`src/rtl/serial_adder_pkg.sv`:
```
// Shared types and defaults for the bit-serial adder.
package serial_adder_pkg;

  typedef enum logic [1:0] {
    IDLE = 2'd0,
    RUN  = 2'd1,
    DONE = 2'd2
  } state_t;

  localparam int DEFAULT_WIDTH = 4;

endpackage

```
`src/rtl/serial_adder_full_adder.sv`:
```
// Single-bit full adder; the only arithmetic cell of the serial adder.
module full_adder (
  input  logic i_a,
  input  logic i_b,
  input  logic i_cin,
  output logic o_sum,
  output logic o_cout
);

  logic w_p;

  assign w_p    = i_a ^ i_b;
  assign o_sum  = w_p ^ i_cin;
  assign o_cout = (i_a & i_b) | (i_cin & w_p);

endmodule

```
`src/rtl/serial_adder.sv`:
```
// Bit-serial a + b + cin, LSB first: one full adder, a carry flop and shift registers.
module serial_adder
  import serial_adder_pkg::*;
#(
  parameter int WIDTH = DEFAULT_WIDTH
) (
  input  logic             clk,
  input  logic             rst_n,
  input  logic             start_valid,
  output logic             start_ready,
  input  logic [WIDTH-1:0] a,
  input  logic [WIDTH-1:0] b,
  input  logic             cin,
  output logic             done_valid,
  input  logic             done_ready,
  output logic [WIDTH-1:0] sum,
  output logic             cout
);

  localparam int CW = (WIDTH > 1) ? $clog2(WIDTH) : 1;
  localparam logic [CW-1:0] LAST_BIT = CW'(WIDTH - 1);

  state_t           r_state;
  logic [WIDTH-1:0] r_a_sr;
  logic [WIDTH-1:0] r_b_sr;
  logic [WIDTH-1:0] r_sum;
  logic [CW-1:0]    r_cnt;
  logic             r_carry;
  logic             r_start_ready;
  logic             r_done_valid;
  logic             w_s;
  logic             w_c;

  full_adder u_fa (
    .i_a    (r_a_sr[0]),
    .i_b    (r_b_sr[0]),
    .i_cin  (r_carry),
    .o_sum  (w_s),
    .o_cout (w_c)
  );

  // A transfer happens on a rising edge where valid and ready are both high;
  // valid may be raised at any time and ready never depends on valid.
  always_ff @(posedge clk or negedge rst_n) begin
    if (!rst_n) begin
      r_state       <= IDLE;
      r_a_sr        <= '0;
      r_b_sr        <= '0;
      r_sum         <= '0;
      r_cnt         <= '0;
      r_carry       <= 1'b0;
      r_start_ready <= 1'b1;
      r_done_valid  <= 1'b0;
    end else begin
      case (r_state)
        IDLE: begin
          if (start_valid && r_start_ready) begin
            r_a_sr        <= a;
            r_b_sr        <= b;
            r_carry       <= cin;
            r_cnt         <= '0;
            r_start_ready <= 1'b0;
            r_state       <= RUN;
          end
        end
        RUN: begin
          // Each result bit enters at the MSB so bit 0 lands in sum[0] after WIDTH shifts.
          r_sum   <= {w_s, r_sum[WIDTH-1:1]};
          r_carry <= w_c;
          r_a_sr  <= {1'b0, r_a_sr[WIDTH-1:1]};
          r_b_sr  <= {1'b0, r_b_sr[WIDTH-1:1]};
          r_cnt   <= r_cnt + CW'(1);
          if (r_cnt == LAST_BIT) begin
            r_done_valid <= 1'b1;
            r_state      <= DONE;
          end
        end
        DONE: begin
          if (done_ready) begin
            r_done_valid  <= 1'b0;
            r_start_ready <= 1'b1;
            r_state       <= IDLE;
          end
        end
        default: begin
          r_done_valid  <= 1'b0;
          r_start_ready <= 1'b1;
          r_state       <= IDLE;
        end
      endcase
    end
  end

  assign start_ready = r_start_ready;
  assign done_valid  = r_done_valid;
  assign sum         = r_sum;
  assign cout        = r_carry;

endmodule
```
`config.mk`:
```
export PLATFORM = sky130hd
export DESIGN_NAME = serial_adder
export DESIGN_NICKNAME = d
export VERILOG_FILES = /design/src/rtl/serial_adder_pkg.sv /design/src/rtl/serial_adder_full_adder.sv /design/src/rtl/serial_adder.sv
export SDC_FILE = /design/constraint.sdc
export NUM_CORES = 1
export LEC_CHECK = 0
export ABC_AREA = 1
export ABC_CLOCK_PERIOD_IN_PS = 1310
export BUFFER_PORTS_ARGS = -buffer_cell sky130_fd_sc_hd__buf_2
export CELL_PAD_IN_SITES_DETAIL_PLACEMENT = 0
export CELL_PAD_IN_SITES_GLOBAL_PLACEMENT = 2
export CORE_ASPECT_RATIO = 1.1
export CORE_MARGIN = 2
export CORE_UTILIZATION = 30
export CTS_CLUSTER_DIAMETER = 200
export DETAILED_ROUTE_END_ITERATION = 12
export PLACE_DENSITY_LB_ADDON = 0.1
export REMOVE_ABC_BUFFERS = 1
export SLEW_MARGIN = 20
export SYNTH_ARGS = -nofsm -noshare
export SYNTH_HDL_FRONTEND = slang
export SYNTH_SLANG_ARGS = --single-unit
```
`constraint.sdc`:
```
create_clock -name clk -period 1.31 [get_ports clk]
set_input_delay 0.1965 -clock clk [delete_from_list [all_inputs] [get_ports clk]]
set_output_delay 0.1965 -clock clk [all_outputs]
set_load 0.01 [all_outputs]
```
==> metrics.txt <==
status=completed; Detailed Place HPWL=1370 um; min Tclk post-route=1190 ps; worst setup margin=120 ps; setup violators final=0; clk sink count=19; pre-CTS setup slack=81.3 ps; unrepaired setup endpoints after global routing=false; cell family with most CP delay=flip-flops; Vias=796; Die W=56.4 um; Layout Nets=152; detailed-route DRC error count=0; Buf/Inv on CP=1; Starting DRT DRC Count=21; antenna violations before repair=0; CTS clk-pin slew, worst paths=100 ps; Leakage Power=0.621 nW; arrival time at the worst endpoint=990 ps; Worst-Margin Slew=454 ps; fin. max-slew vios=0; share of total power in combinational logic=47.6%; Sw Ratio=42.1%; Internal Power=1.47 mW; fraction of layout cells with a size suffix above 1=25.7%; Max H-tree Level=1; Synth Instances=109; pwr dens=2300 mW/mm^2; Crit Path Class=flop to output port; Initial Utilization=32.1%; Seq cells post-synth=19; Total GRT Usage=12.6%; grt total ovfl=0; critical path required time=1110 ps; CP Max Fanout=4; Clock Skew=2.57 ps; ANT cells=0; Highest Clock Rate=840 MHz; Reg power frac=41.0%; vias in the first global route=729; crit path cell chain=buf_2; Std-Cell Core Area=0.00283 mm^2; CTS max path bufs=2; switching power=1.07 mW; Max-Cap Viols=0; final core utilization=39.0%; GPL Wtd Cong=0.716; I/O pin count=20; Clock Power Share=11.5%; final wirelength=1930 um; Hold WC Path Type=primary input to flop; Synth Area per Inst=8.32 um^2; Tcrit/Tclk final=90.8%; # rows=20; Area Overhead vs Synth=21.7%; sequential share of the synthesized area=52.6%; root buf cell=clkbuf_4; IO Port Bufs=19; Worst path slowest cell=dfstp_2; endpoint class of the critical path=output port; synthesized area=907 um^2; Max-Slew Margin vs Limit=69.7%; CTS tree=built; Skew-Pair Late Insertion Delay=290 ps; Post-CTS Setup Repair Bufs=0; routed vias/inst=4.71; post-route ant nets=0; largest net degree at the start of global routing=24; post-synth cell types=17; design area=0.00110 mm^2; Fin Setup TNS=0 ps; die span in y=61.7 um; placed inst area=0.00106 mm^2; worst ir drop on vdd=898 uV; cts bufs inserted=3; Initial DRT Pass Iterations=4; die area=0.00348 mm^2; first-pass GRT wire length=3330 um; crit-path max cell delay=570 ps; Final Hold Violating Endpoints=0; synth warn=0; CP Launch Type=flop; WL/cell=11.4 um
-- layout make-up --
| type | instances | area (um^2) |
|---|---|---|
| clock buffer | 4 | 26.3 |
| fill | 327 | 1720 |
| inverter | 8 | 30.0 |
| multi-input combinational | 78 | 372 |
| sequential | 19 | 477 |
| tap | 33 | 41.3 |
| timing repair buffer | 27 | 158 |
-- flip-flops by register name (all words and copies together), names as in the netlist --
name,count
r_state,2
start_ready,1
cout,1
r_b_sr,4
r_cnt,2
done_valid,1
sum,4
r_a_sr,4
-- power by group through the flow --
stage	sequential, mW	clock (mW)	combinational, mW
2_1_floorplan	1.10	0	0.698
3_5_place_dp	1.05	0	1.22
3_3_place_gp	1.05	0	1.20
6_report	1.04	0.291	1.21
5_1_grt	1.08	0.335	1.42
4_1_cts	1.04	0.316	1.23
-- final timing paths --
path | from | end | slack (ps) | cells past startpoint
max | start_ready | start_ready | 120 | 1
min | a[3] | r_a_sr[3] | 130 | 3
max reg2reg | cout | cout | 140 | 5
min reg2reg | sum[0] | sum[0] | 490 | 2
max in group asynchronous | rst_n | start_ready | 600 | 2
min in group asynchronous | rst_n | sum[0] | 370 | 2
-- cells in the mapped netlist --
master / n / area share [%]
nand3_2: 1 / 1.1
a21oi_1: 2 / 1.1
nor2_2: 1 / 0.69
fa_1: 1 / 2.2
ha_1: 1 / 1.4
buf_2: 1 / 0.55
nor2_1: 1 / 0.41
dfstp_2: 1 / 2.9
dfrtp_1: 18 / 50
inv_2: 1 / 0.41
buf_6: 1 / 1.2
nand3_1: 21 / 12
o21ai_0: 5 / 2.8
nand2_1: 44 / 18
inv_1: 7 / 2.9
buf_4: 2 / 1.7
nand2_4: 1 / 1.2
-- per-stage QoR --
step	power, mW	hold WS, ps	std cells
finish	2.54	131	169
global route	2.84	130	169
CTS	2.59	114	169
detailed placement	2.27	169	164
global placement	2.25	169	164
floorplan	1.79	-99.1	105
-- cell usage in the layout, fill, tap and decap left out --
cell type / instances
nand2_1: 43
nand3_1: 21
buf_2: 19
dfrtp_1: 18
inv_1: 7
buf_4: 7
o21ai_0: 5
clkbuf_4: 3
a21oi_1: 2
nor2_2: 1
inv_2: 1
nand3_2: 1
nand2_4: 1
nor2_1: 1
nand2_2: 1
fa_1: 1
ha_1: 1
clkbuf_1: 1
dlygate4sd3_1: 1
dfstp_2: 1
-- layer usage --
| layer | GRT usage, % | up-vias | part of all wire, % |
|---|---|---|---|
| li1 | - | 404 | - |
| met1 | 17.2 | 370 | 50 |
| met2 | 19.3 | 18 | 44 |
| met3 | 2.10 | 4 | 3.9 |
| met4 | 7.14 | 0 | 1.4 |
| met5 | 0 | - | 0 |
-- repair_timing --
| action | CTS | global route |
|---|---|---|
| setup endpoints to repair | 0 | 7 |
| hold buffers | 1 | 0 |
| resized for setup | 0 | 1 |
| endpoints found under the hold margin | 18 | 0 |
-- cells by family (layout without fill, tap and decap cells) --
logic type / after synthesis / in the layout / synth area share (%)
and+or+nand+nor: 69 / 69 / 33.2
DFF: 19 / 19 / 52.6
buffers and inverters: 12 / 39 / 6.76
AOI/OAI and AO/OA: 7 / 7 / 3.86
adders and majority gates: 2 / 2 / 3.59
Note: power is estimated with default switching activity, not from simulation.
